--- config.mk ---
export PLATFORM = sky130hd
export DESIGN_NAME = seg7_scan_ctrl
export DESIGN_NICKNAME = d
export VERILOG_FILES = /design/src/rtl/seg7_pkg.sv /design/src/rtl/seg7_decode.sv /design/src/rtl/seg7_scan_ctrl.sv
export SDC_FILE = /design/constraint.sdc
export NUM_CORES = 1
export LEC_CHECK = 0
export BUFFER_PORTS_ARGS = -buffer_cell sky130_fd_sc_hd__buf_4
export CAP_MARGIN = 30
export CORE_UTILIZATION = 51
export CTS_BUF_LIST = sky130_fd_sc_hd__clkbuf_8
export DETAILED_ROUTE_END_ITERATION = 8
export GPL_ROUTABILITY_DRIVEN = 0
export PLACE_DENSITY = 0.7
export SYNTH_ARGS = -nofsm -noshare
export SYNTH_HDL_FRONTEND = slang
export SYNTH_HIERARCHICAL = 1
export SYNTH_SLANG_ARGS = --single-unit
--- constraint.sdc ---
create_clock -name in_clk -period 3.15 [get_ports in_clk]
set_input_delay 0.7875 -clock in_clk [delete_from_list [all_inputs] [get_ports in_clk]]
set_output_delay 0.7875 -clock in_clk [all_outputs]
set_load 0.05 [all_outputs]
--- src/rtl/seg7_pkg.sv ---
// Shared types and constants for the 4-digit multiplexed seven-segment scanner.
package seg7_pkg;

  typedef enum logic {
    BLANK = 1'b0,
    SHOW  = 1'b1
  } state_t;

  localparam logic [6:0] SEG_OFF = 7'h7F;
  localparam logic [3:0] AN_OFF  = 4'hF;

  // Active-low {g,f,e,d,c,b,a} patterns for hex digits 0..F.
  localparam logic [6:0] FONT [16] = '{
    7'h40, 7'h79, 7'h24, 7'h30, 7'h19, 7'h12, 7'h02, 7'h78,
    7'h00, 7'h10, 7'h08, 7'h03, 7'h46, 7'h21, 7'h06, 7'h0E
  };

  // True when digit k (k>0) and every more significant digit are zero with no decimal point.
  function automatic logic lead_zero(input logic [15:0] v, input logic [3:0] d, input logic [1:0] k);
    logic z;
    z = (k != 2'd0);
    for (int unsigned j = 0; j < 4; j++) begin
      if (j >= 32'(k) && (v[4*j +: 4] != 4'h0 || d[j])) z = 1'b0;
    end
    return z;
  endfunction

endpackage

--- src/rtl/seg7_decode.sv ---
// Combinational hex-to-seven-segment decoder (active-low cathodes).
module seg7_decode
  import seg7_pkg::*;
(
  input  logic [3:0] nibble,
  output logic [6:0] seg
);

  always_comb begin
    seg = FONT[nibble];
  end

endmodule

--- src/rtl/seg7_scan_ctrl.sv ---
// Time-multiplexed 4-digit seven-segment scanner with inter-digit blanking.
// Optional build macro SEG7_LEADING_ZERO_BLANK_EN suppresses leading zero digits.
module seg7_scan_ctrl
  import seg7_pkg::*;
#(
  parameter int unsigned DIV_W     = 16,
  parameter int unsigned BLANK_CYC = 4
) (
  input  logic        in_clk,
  input  logic        reset,
  input  logic [15:0] value,
  input  logic [3:0]  dp_in,
  input  logic [3:0]  digit_en,
  output logic [3:0]  an,
  output logic [6:0]  seg,
  output logic        dp
);

  if (DIV_W < 2 || DIV_W > 24) begin : g_bad_div_w
    $error("seg7_scan_ctrl: DIV_W must be in 2..24");
  end
  if (BLANK_CYC < 1 || BLANK_CYC > 255) begin : g_bad_blank_cyc
    $error("seg7_scan_ctrl: BLANK_CYC must be in 1..255");
  end

  localparam logic [7:0] BLANK_LAST = 8'(BLANK_CYC - 1);

  state_t           state, state_nxt;
  logic [1:0]       idx, idx_nxt;
  logic [DIV_W-1:0] show_cnt, show_cnt_nxt;
  logic [7:0]       blank_cnt, blank_cnt_nxt;
  logic [15:0]      snap_val, snap_val_nxt;
  logic [3:0]       snap_dp, snap_dp_nxt;
  logic [3:0]       an_nxt;
  logic [6:0]       seg_nxt;
  logic             dp_nxt;

  logic             blank_done;
  logic [3:0]       nibble;
  logic [6:0]       seg_dec;
  logic             suppress;

  assign blank_done = (state == BLANK) && (blank_cnt == BLANK_LAST);

  // The snapshot and the first SHOW cycle's outputs load on the same edge,
  // so the digit data is taken from the snapshot's next value.
  always_comb begin
    snap_val_nxt = snap_val;
    snap_dp_nxt  = snap_dp;
    if (blank_done && idx == 2'd0) begin
      snap_val_nxt = value;
      snap_dp_nxt  = dp_in;
    end
  end

  assign nibble = snap_val_nxt[{idx, 2'b00} +: 4];

  seg7_decode u_decode (
    .nibble (nibble),
    .seg    (seg_dec)
  );

`ifdef SEG7_LEADING_ZERO_BLANK_EN
  assign suppress = lead_zero(snap_val_nxt, snap_dp_nxt, idx);
`else
  assign suppress = 1'b0;
`endif

  always_comb begin
    state_nxt     = state;
    idx_nxt       = idx;
    show_cnt_nxt  = show_cnt;
    blank_cnt_nxt = blank_cnt;
    an_nxt        = an;
    seg_nxt       = seg;
    dp_nxt        = dp;

    case (state)
      BLANK: begin
        an_nxt  = AN_OFF;
        seg_nxt = SEG_OFF;
        dp_nxt  = 1'b1;
        if (blank_done) begin
          state_nxt     = SHOW;
          blank_cnt_nxt = '0;
          show_cnt_nxt  = '0;
          if (digit_en[idx] && !suppress) begin
            an_nxt  = ~(4'b0001 << idx);
            seg_nxt = seg_dec;
            dp_nxt  = ~snap_dp_nxt[idx];
          end
        end else begin
          blank_cnt_nxt = blank_cnt + 8'd1;
        end
      end
      SHOW: begin
        show_cnt_nxt = show_cnt + 1'b1;
        if (&show_cnt) begin
          state_nxt    = BLANK;
          idx_nxt      = idx + 2'd1;
          show_cnt_nxt = '0;
          an_nxt       = AN_OFF;
          seg_nxt      = SEG_OFF;
          dp_nxt       = 1'b1;
        end
      end
      default: begin
        state_nxt = BLANK;
      end
    endcase
  end

  always_ff @(posedge in_clk) begin
    if (reset) begin
      state     <= BLANK;
      idx       <= '0;
      show_cnt  <= '0;
      blank_cnt <= '0;
      snap_val  <= '0;
      snap_dp   <= '0;
      an        <= AN_OFF;
      seg       <= SEG_OFF;
      dp        <= 1'b1;
    end else begin
      state     <= state_nxt;
      idx       <= idx_nxt;
      show_cnt  <= show_cnt_nxt;
      blank_cnt <= blank_cnt_nxt;
      snap_val  <= snap_val_nxt;
      snap_dp   <= snap_dp_nxt;
      an        <= an_nxt;
      seg       <= seg_nxt;
      dp        <= dp_nxt;
    end
  end

endmodule

Word level (Yosys, flattened, before mapping)
Memories as Yosys holds them, arrays and structs flattened.
Index checks and enable logic that the tools add are counted.
{"block": "classes", "addsub": 3, "n_lt_le_gt_ge": 2, "eq_ne": 3, "shift": 2, "n_mux": 27, "bitwise_logic": 4, "n_reduce_logical": 5}
{"cell": "two-way mux 16 bit", "count": 3}
{"cell": "two-way mux 7 bit", "count": 5}
{"cell": "case mux 16 bit (2 select lines)", "count": 1}
{"cell": "AND reduction 17 bit", "count": 1}
{"cell": "adder 16 x 1 -> 16 bit (second input constant)", "count": 1}
{"cell": "two-way mux 4 bit", "count": 4}
{"cell": "AND reduction 16 bit", "count": 1}
{"cell": "variable part select 16 x 5 -> 4 bit", "count": 1}
{"cell": "case mux 7 bit (2 select lines)", "count": 1}
{"cell": "adder 8 x 1 -> 8 bit (second input constant)", "count": 1}
{"cell": "== test 8 x 2 -> 1 bit (second input constant)", "count": 1}
{"cell": "two-way mux 8 bit", "count": 1}
{"cell": "case mux 4 bit (2 select lines)", "count": 1}
{"cell": "two-way mux 1 bit", "count": 7}
{"cell": "greater-or-equal comparator 5 bit (second input constant)", "count": 1}
{"cell": "NOT 4 -> 5 bit", "count": 1}
{"cell": "binary-select mux 1 bit (select 2 bit)", "count": 2}
{"cell": "NOT 4 bit", "count": 1}
{"cell": "case mux 1 bit (2 select lines)", "count": 2}
{"cell": "<< shifter 1 x 2 -> 4 bit (first input constant)", "count": 1}
{"cell": "< comparator 2 x 3 -> 1 bit (second input constant)", "count": 1}
{"cell": "adder 2 x 1 -> 2 bit (second input constant)", "count": 1}
{"cell": "logical AND 1 bit", "count": 2}
{"cell": "logical NOT 2 bit", "count": 1}
{"cell": "3 further kinds", "count": 4}
{"block": "totals", "register_bits": 59, "rom_bits": 112, "input_bits": 26, "out_inout_bits": 12, "wordCells": 56, "memories": 1}
{"name": "(no name shown)", "depth": 16, "width": 7, "rd": 1, "rd_clocked_by_memory_dff": 0, "wr": 0, "line_no": "seg7_decode.sv:10", "source": "seg = FONT[nibble];"}

Logic depth before layout (Yosys ltp)
Gate-level depths: netlist of the first run.
{"block": "logic_depth", "word_depth": 12, "ltp_mapped": 15, "depth_no_buf": 13}

Cells and area by module
Netlist of the first run, hierarchy kept.
{"module": "seg7_scan_ctrl", "n_inst": 1, "cells_each": 320, "area_per_inst_um2": 2875.3, "seq_area_each_um2": 1181.1}
{"module": "seg7_decode", "n_inst": 1, "cells_each": 32, "area_per_inst_um2": 275.3, "seq_area_each_um2": 0.0}

Worst setup path before layout of the first run
No wires, ideal clock.
{"block": "synth_timing", "path_kind": "reg2reg", "from": "reg idx[0]", "to": "reg seg[0]", "setup_time_ns": 0.061, "arrival_ns": 3.139, "required_ns": 3.089, "slack_ns": -0.050, "path_stages_with_launch": 16, "path_buffers": 2, "synth_period_minus_slack_ns": 3.200, "path_cell_list": "dfxtp_1 -> buf_2 -> clkinv_1 -> ha_1 -> nand3_4 -> buf_6 -> mux4_2 -> nand2_1 -> nand2_1 -> inv_1 -> ha_1 -> and2b_2 -> or3b_1 -> o21ai_0 -> o22ai_1 -> nand2b_1"}
{"block": "synth_via", "elab_chain_len": 11, "elab_cells_between_ends": 13, "classes_between": "shift: 1; mux: 8; bitwise: 1; reduce/logical: 2; memory: 1"}
{"item": "start, declared", "line_no": "seg7_scan_ctrl.sv:29", "source": "logic [1:0] idx, idx_nxt;"}
{"item": "start signal, assigned", "line_no": "seg7_scan_ctrl.sv:126", "source": "idx <= idx_nxt;"}
{"item": "logical NOT 2 bit", "line_no": "seg7_scan_ctrl.sv:50", "source": "if (blank_done && idx == 2'd0) begin"}
{"item": "logical AND 1 bit", "line_no": "seg7_scan_ctrl.sv:50"}
{"item": "two-way mux 16 bit", "line_no": "seg7_scan_ctrl.sv:50"}
{"item": "variable part select 16 x 5 -> 4 bit *", "line_no": "seg7_scan_ctrl.sv:56", "source": "assign nibble = snap_val_nxt[{idx, 2'b00} +: 4];"}
{"item": "named net nibble[1]", "line_no": "seg7_scan_ctrl.sv:39", "source": "logic [3:0] nibble;"}
{"item": "NOT 4 -> 5 bit (implied by the code) *", "line_no": "seg7_decode.sv:10"}
{"item": "memory read (16 x 7 bit) *"}
{"item": "two-way mux 7 bit (implied by the code) * (2 in series)", "line_no": "seg7_decode.sv:10"}
{"item": "named net seg_dec[0]", "line_no": "seg7_scan_ctrl.sv:40", "source": "logic [6:0] seg_dec;"}
{"item": "two-way mux 7 bit *", "line_no": "seg7_scan_ctrl.sv:87", "source": "if (digit_en[idx] && !suppress) begin"}
{"item": "two-way mux 7 bit *", "line_no": "seg7_scan_ctrl.sv:83", "source": "if (blank_done) begin"}
{"item": "case mux 7 bit (2 select lines) *", "line_no": "seg7_scan_ctrl.sv:78", "source": "case (state)"}
{"item": "end signal, assigned", "line_no": "seg7_scan_ctrl.sv:132", "source": "seg <= seg_nxt;"}
{"item": "end, declared", "line_no": "seg7_scan_ctrl.sv:15", "source": "output logic [6:0] seg,"}
Mark *: on every way through the listed nets, which the timed path passes. The rest lies on a longest branch. The select of a mux whose other input is x is not followed.
A chain may end at the register's enable or synchronous reset.

Worst setup path after layout of the first run
{"block": "layout_timing", "from": "reg blank_cnt[0]", "to": "reg seg[0]"}
{"block": "layout_via", "elab_chain_len": 12}
{"item": "start, declared", "line_no": "seg7_scan_ctrl.sv:31", "source": "logic [7:0] blank_cnt, blank_cnt_nxt;"}
{"item": "start signal, assigned", "line_no": "seg7_scan_ctrl.sv:128", "source": "blank_cnt <= blank_cnt_nxt;"}
{"item": "== test 8 x 2 -> 1 bit", "line_no": "seg7_scan_ctrl.sv:43", "source": "assign blank_done = (state == BLANK) && (blank_cnt == BLANK_LAST);"}
{"item": "logical AND 1 bit", "line_no": "seg7_scan_ctrl.sv:43"}
{"item": "logical AND 1 bit", "line_no": "seg7_scan_ctrl.sv:50"}
{"item": "two-way mux 16 bit", "line_no": "seg7_scan_ctrl.sv:50"}
{"item": "variable part select 16 x 5 -> 4 bit", "line_no": "seg7_scan_ctrl.sv:56"}
{"item": "named net nibble[1]", "line_no": "seg7_scan_ctrl.sv:39"}
{"item": "NOT 4 -> 5 bit (implied by the code)", "line_no": "seg7_decode.sv:10"}
{"item": "memory read (16 x 7 bit)"}
{"item": "two-way mux 7 bit (implied by the code) (2 in series)", "line_no": "seg7_decode.sv:10"}
{"item": "named net seg_dec[0]", "line_no": "seg7_scan_ctrl.sv:40"}
{"item": "two-way mux 7 bit", "line_no": "seg7_scan_ctrl.sv:87"}
{"item": "two-way mux 7 bit", "line_no": "seg7_scan_ctrl.sv:83"}
{"item": "case mux 7 bit (2 select lines)", "line_no": "seg7_scan_ctrl.sv:78"}
The timed path passes the listed nets, and every way through them passes these cells. The select of a mux whose other input is x is not followed.

==> flow_summary.toml, run 1 <==
[timing]
skew_ns = 0.00942
tightest_slew_ns = 0.856
hold_viol_final = 0
final-setup-viol-count = 0
slew_headroom_pct = 42.7
setup_tns_ns = 0
fmax_ghz = 0.338
rsz0062_at_grt = "no"
drv_slew = 0
period_share_pct = 93.9
fin_crit_ns = 2.96

[clock_tree]
clk_path_buf_depth = 2
cts_buffers = 9
clk_latency_ns = 0.34
cts.htree.levels = 3
clock_sink_count = 59
cts-root-buf = "clkbuf_8"
cts_tree = "yes"
cts.clk_slew.worst_paths_ns = 0.07

[floorplan]
chipHeight_microns = 80.6
dieWidth_microns = 80.6
ioPinCount = 38
initial_core_util_pct = 52.9
die_area_sq_mm = 0.00650
rows = 28
core_sq_mm = 0.00596

[finish]
area_growth_syn_to_layout_pct = 19.5
fin_cells = 475
mostFrequentLayoutCells = "57 x dfxtp_1, 56 x nand2_1, 52 x buf_4, 28 x nor2_1, 25 x a21oi_1"
n_antenna_cell = 0
drive_above_1_share_pct = 21.5
fillCellCount = 512
design_area_sq_mm = 0.00376
final_util_pct = 63.2
final_common_cell = "dfxtp_1"
final_nets = 435

[worst_setup_path]
endpoint_kind = "flip-flop"
crit_path_start_kind = "flip-flop"
regToRegEndpoint = "seg[0]"
cp_common_cell = "nand2_1"
r2r-start = "blank_cnt[0]"
cp_max_fo = 5
r2r_slack_ns = 0.19
critPathSlowestCell = "mux4_1"
cp_data_required_time_ns = 3.44
cp_top_family = "simple AND/OR/NAND/NOR gates"
path_class = "reg2reg"
max_stage_delay_ns = 0.47
path_buf_inv = 1
r2r_cells = 13
crit_path_cell_trace = "ha_1 > nor4b_4 > nand3_4 > mux4_1 > nand2_1 > nand2_1 > inv_2 > ha_2 > and2b_2 > or3b_1 > o21ai_0 > o22ai_1 > nand2b_1"
cp.arrival_ns = 3.25

[drt]
vias = 2661
avgRoutedWirePerCell_microns = 14.5
dr.first_iter.drc_count = 120
routed_via_density = 5.60
drtPass1Iterations = 4
route.detailed.drc = 0
routed_wl_microns = 6880
drtAntennaViolNets = 0

[power]
p_leak_nw = 1.47
p_total_mw = 2.11
seq_power_share_pct = 39.9
clkPwrFrac_pct = 34.8
combPwrFrac_pct = 25.3
p_sw_share_pct = 29.3
power.internal_mw = 1.49
power-per-cell-area_mw_per_mm2 = 559
switching_power_mw = 0.616
irDropWorstVdd_uv = 305

[placement]
io_buffer_count = 37
dp.cells = 456
placed_area_sq_mm = 0.00351
hpwl_microns = 4730

[logic_synthesis]
syn_area_sq_mm = 0.00315
synth.distinct_cells = 49
synth_edf_count = 0
avgSynthCellArea_sq_um = 8.95
syn_nets = 391
ys.flop_type = "dfxtp_1"
yosys_warnings = 6
syn_inst = 352
seq_area_frac_synth_pct = 37.5
ys_seq_elements = 59
async_flop_share_pct = 0

[outcome]
status = "completed"

[global_route]
grt_max_degree = 49
grtUsageTotal_pct = 22.9
grt_pass1_wl_microns = 11200
antenna_found_initial = 0
grt_pass1_vias = 2383
grt_overflow = 0

[hold_path]
hold-path-cell-count = 2
worstHoldEndpoint = "snap_val[0]"
min_path_type = "reg2reg"
hp-start = "snap_val[0]"

[flow_run]
drv_cap = 0
==> logic make-up (layout without fill, tap and decap cells) <==
family                     Yosys count  after routing  share of synthesized area (%)
AOI/OAI and AO/OA                   68             68                           13.7
xor gates and xnor gates            12             12                           3.34
adders and majority gates           13             13                           5.16
buffers and inverters               31             78                           4.69
DFF                                 59             59                           37.5
muxes                               24             24                           12.4
and+or+nand+nor                    145            146                           23.3
==> how the worst max path moves through the flow <==
| stage | start | to | depth (start not counted) |
|---|---|---|---|
| global route | blank_cnt[0] | seg[0] | 13 |
| finish | blank_cnt[0] | seg[0] | 13 |
| floorplan | idx[0] | seg[0] | 15 |
| CTS | blank_cnt[0] | seg[0] | 13 |
| detailed placement | blank_cnt[0] | seg[0] | 13 |
| global placement | blank_cnt[0] | seg[0] | 13 |
==> registers in the layout, summed over array words and instances (netlist names) <==
name,flops
show_cnt,16
snap_dp,4
state,1
snap_val,16
idx,2
seg,7
blank_cnt,8
dp,1
an,4
==> Yosys cell counts (4+ instances only) <==
library cell | instances | area share [%]
dfxtp_1 | 59 | 37
nand2_1 | 58 | 6.9
nor2_1 | 28 | 3.3
a21oi_1 | 25 | 4.0
nand2b_1 | 15 | 3.0
ha_1 | 13 | 5.2
mux2i_1 | 13 | 4.1
clkbuf_1 | 11 | 1.3
nand3_1 | 11 | 1.7
inv_1 | 10 | 1.2
o22ai_1 | 10 | 2.0
a31oi_1 | 9 | 1.8
nand4_1 | 9 | 1.8
mux4_1 | 6 | 5.0
nor2b_1 | 6 | 1.2
o21ai_0 | 6 | 0.95
xnor2_1 | 6 | 1.7
xor2_1 | 6 | 1.7
a22o_1 | 5 | 1.4
mux4_2 | 4 | 2.9
==> power groups by stage <==
| stage | logic (mW) | registers, mW | clock network [mW] |
|---|---|---|---|
| 6_report | 0.532 | 0.841 | 0.732 |
| 3_3_place_gp | 0.502 | 0.850 | 0 |
| 4_1_cts | 0.513 | 0.837 | 0.749 |
| 2_1_floorplan | 0.380 | 0.864 | 0 |
| 5_1_grt | 0.586 | 0.848 | 0.788 |
| 3_5_place_dp | 0.511 | 0.854 | 0 |
==> metal layers <==
layer | up-vias | wire length (microns) | GRT usage, % | share of wire (%)
li1 | 1337 | - | - | -
met2 | 66 | 3150 | 35.7 | 46
met1 | 1247 | 3250 | 30.2 | 47
met5 | - | 0 | 0 | 0
met4 | 0 | 112 | 9.11 | 1.6
met3 | 11 | 368 | 5.68 | 5.4
==> metrics by stage <==
stage	hold WS, ns	worst slack, ns
floorplan	0.432	0.0537
global placement	0.440	0.154
detailed placement	0.443	0.0328
CTS	0.452	0.0315
global route	0.473	0.00300
finish	0.453	0.192
==> area by class of cell <==
class | instances | area [sq um] | area share (%)
Timing Repair Buffer | 52 | 390 | 10.4
Clock inverter | 2 | 33.8 | 0.897
Multi-Input combinational cell | 263 | 1840 | 48.9
Clock buffer | 13 | 179 | 4.75
Inverter | 11 | 42.5 | 1.13
Tap cell | 75 | 93.8 | 2.49
Sequential cell | 59 | 1190 | 31.5
==> worst register-to-register path, cell delays in order, from the launching register on <==
cell and delay, ns:
dfxtp_4 0.37, ha_1 0.17, nor4b_4 0.35, nand3_4 0.16, mux4_1 0.47, nand2_1 0.08
nand2_1 0.13, inv_2 0.13, ha_2 0.19, and2b_2 0.22, or3b_1 0.36, o21ai_0 0.08
o22ai_1 0.09, nand2b_1 0.09
==> what timing repair did <==
action,in CTS,in global routing
setup buffers,0,3
endpoints found under the setup margin,0,5
hold buffers,0,0
resized for setup,0,7
Note: power is estimated with default switching activity, not from simulation.
==> inputs of run 2 (changes only) <==
- PLACE_DENSITY: 0.7 -> 0.67
- clock period: 3.15 -> 2.8 ns (I/O delays scaled with it)
==> flow_summary.toml, run 2 (synthesis gave the netlist of run 1 again) <==
[floorplan]
die_area_sq_mm = 0.00650
dieWidth_microns = 80.6
chipHeight_microns = 80.6
core_sq_mm = 0.00596
ioPinCount = 38
initial_core_util_pct = 52.9
rows = 28

[finish]
final_nets = 448
n_antenna_cell = 0
design_area_sq_mm = 0.00389
area_growth_syn_to_layout_pct = 23.5
final_common_cell = "buf_4"
drive_above_1_share_pct = 27.4
reg_top3 = "show_cnt (16), snap_val (16), blank_cnt (8)"
mostFrequentLayoutCells = "64 x buf_4, 55 x dfxtp_1, 52 x nand2_1, 28 x nor2_1, 25 x a21oi_1"

[timing]
slew_headroom_pct = 60.4
hold_viol_final = 0
skew_ns = 0.00798
fmax_ghz = 0.359
period_share_pct = 99.4
rsz0062_at_grt = "yes"
drv_slew = 0
final-setup-viol-count = 0
worst_slack_ns = 0.0163
tightest_slew_ns = 0.591
fin_crit_ns = 2.78

[hold_path]
hold-path-cell-count = 2
min_path_type = "reg2reg"

[clock_tree]
cts-root-buf = "clkbuf_8"
clk_path_buf_depth = 2
clock_sink_count = 59
cts_buffers = 9
clk_latency_ns = 0.33
cts.clk_slew.worst_paths_ns = 0.06
cts.htree.levels = 3
cts_tree = "yes"

[power]
switching_power_mw = 0.725
irDropWorstVdd_uv = 364
seq_power_share_pct = 40.7
power-per-cell-area_mw_per_mm2 = 599
p_leak_nw = 1.51
combPwrFrac_pct = 30.5
power.internal_mw = 1.60
clkPwrFrac_pct = 28.7
p_sw_share_pct = 31.1
p_total_mw = 2.33

[worst_setup_path]
critPathSlowestCell = "mux4_1"
crit_path_cell_trace = "ha_4 > nor4b_4 > nand3_4 > mux4_1 > nand2_1 > nand2_2 > buf_4 > ha_4 > mux4_1 > o22ai_1 > nand2b_1"
cp_data_required_time_ns = 3.01
path_depth = 11
r2r_cells = 11
cp.arrival_ns = 3.00
cp_max_fo = 8
endpoint_kind = "flip-flop"
max_stage_delay_ns = 0.49
crit_path_start_kind = "flip-flop"
cp_top_family = "multiplexers"
path_class = "reg2reg"
path_buf_inv = 1

[drt]
avgRoutedWirePerCell_microns = 14.2
drtPass1Iterations = 4
dr.first_iter.drc_count = 91
drtAntennaViolNets = 0
routed_via_density = 5.49
route.detailed.drc = 0
routed_wl_microns = 6920
vias = 2673

[global_route]
grt_pass1_wl_microns = 11400
met2_usage_pct = 34.4
grt_use_met1_pct = 32.6
grt_max_degree = 49
antenna_found_initial = 0
grtUsageTotal_pct = 23.3
busiest_layer = "met2"
grt_pass1_vias = 2411
use_met3_pct = 3.86
grt_overflow = 0

[placement]
dp_slack_ns = -0.0842
placed_area_sq_mm = 0.00361
hpwl_microns = 4780
io_buffer_count = 37

[flow_run]
drv_cap = 0

[outcome]
status = "completed"
==> run 2: cell types whose count changed in the layout (fill, tap and decap cells not counted), moves of 3 or more <==
cell / previous run / this run
nand2_1: 56 / 52
ha_4: 0 / 3
ha_1: 12 / 8
nand2_2: 2 / 5
buf_4: 52 / 64
==> run 2: path summary, 6_finish.rpt <==
path / start / endpoint / slack, ns
worst min register to register: snap_val[0] / snap_val[0] / 0.45
worst max-delay path: blank_cnt[0] / seg[3] / 0.02
worst min-delay path: snap_val[0] / snap_val[0] / 0.45
worst max register to register: blank_cnt[0] / seg[3] / 0.02
==> run 2: power by group through the flow <==
| stage | sequential [mW] | combinational [mW] | clock, mW |
|---|---|---|---|
| final | 0.949 | 0.712 | 0.670 |
| after global placement | 0.967 | 0.607 | 0 |
| after global routing | 0.957 | 0.783 | 0.721 |
| after detailed placement | 0.972 | 0.621 | 0 |
| after CTS | 0.954 | 0.653 | 0.687 |
| after floorplan | 0.984 | 0.436 | 0 |
==> run 2: stage by stage <==
stage | cells | utilization [%] | hold slack (ns) | TNS (ns)
6_report | 487 | 65.3 | 0.452 | 0
3_3_place_gp | 463 | 60.7 | 0.441 | 0
5_1_grt | 487 | 65.3 | 0.480 | -0.359
3_5_place_dp | 463 | 60.7 | 0.444 | -0.148
2_1_floorplan | 352 | - | 0.432 | 0
4_1_cts | 481 | 63.9 | 0.453 | -0.0211
==> run 2: what timing repair did <==
action                                  4_1_cts  5_1_grt
hold buffers                                  0        0
gates cloned                                  0        0
endpoints found under the setup margin        2        7
buffers inserted                              4        6
pin swaps                                     1        4
resized for setup                             5       12
==> run 2: worst register-to-register path: stages (launching register included) <==
cell and delay, ns:
dfxtp_4 0.38, ha_4 0.13, nor4b_4 0.27, nand3_4 0.23, mux4_1 0.49, nand2_1 0.09
nand2_2 0.09, buf_4 0.15, ha_4 0.16, mux4_1 0.49, o22ai_1 0.13, nand2b_1 0.07
==> run 2: area by class of cell <==
| type | instances | area (sq um) |
|---|---|---|
| multi-input cells | 262 | 1880 |
| inverters | 11 | 48.8 |
| fillers | 523 | 2070 |
| repair buffers | 66 | 507 |
| clock buffers | 11 | 151 |
| clock inverters | 3 | 15.0 |
| well taps | 75 | 93.8 |
| flip-flops and latches | 59 | 1190 |
==> run 2: routing by layer <==
layer / vias to the layer above / share of wire, %
li1: 1362 / -
met1: 1223 / 49
met2: 73 / 43
met3: 15 / 5.0
met4: 0 / 2.3
met5: - / 0
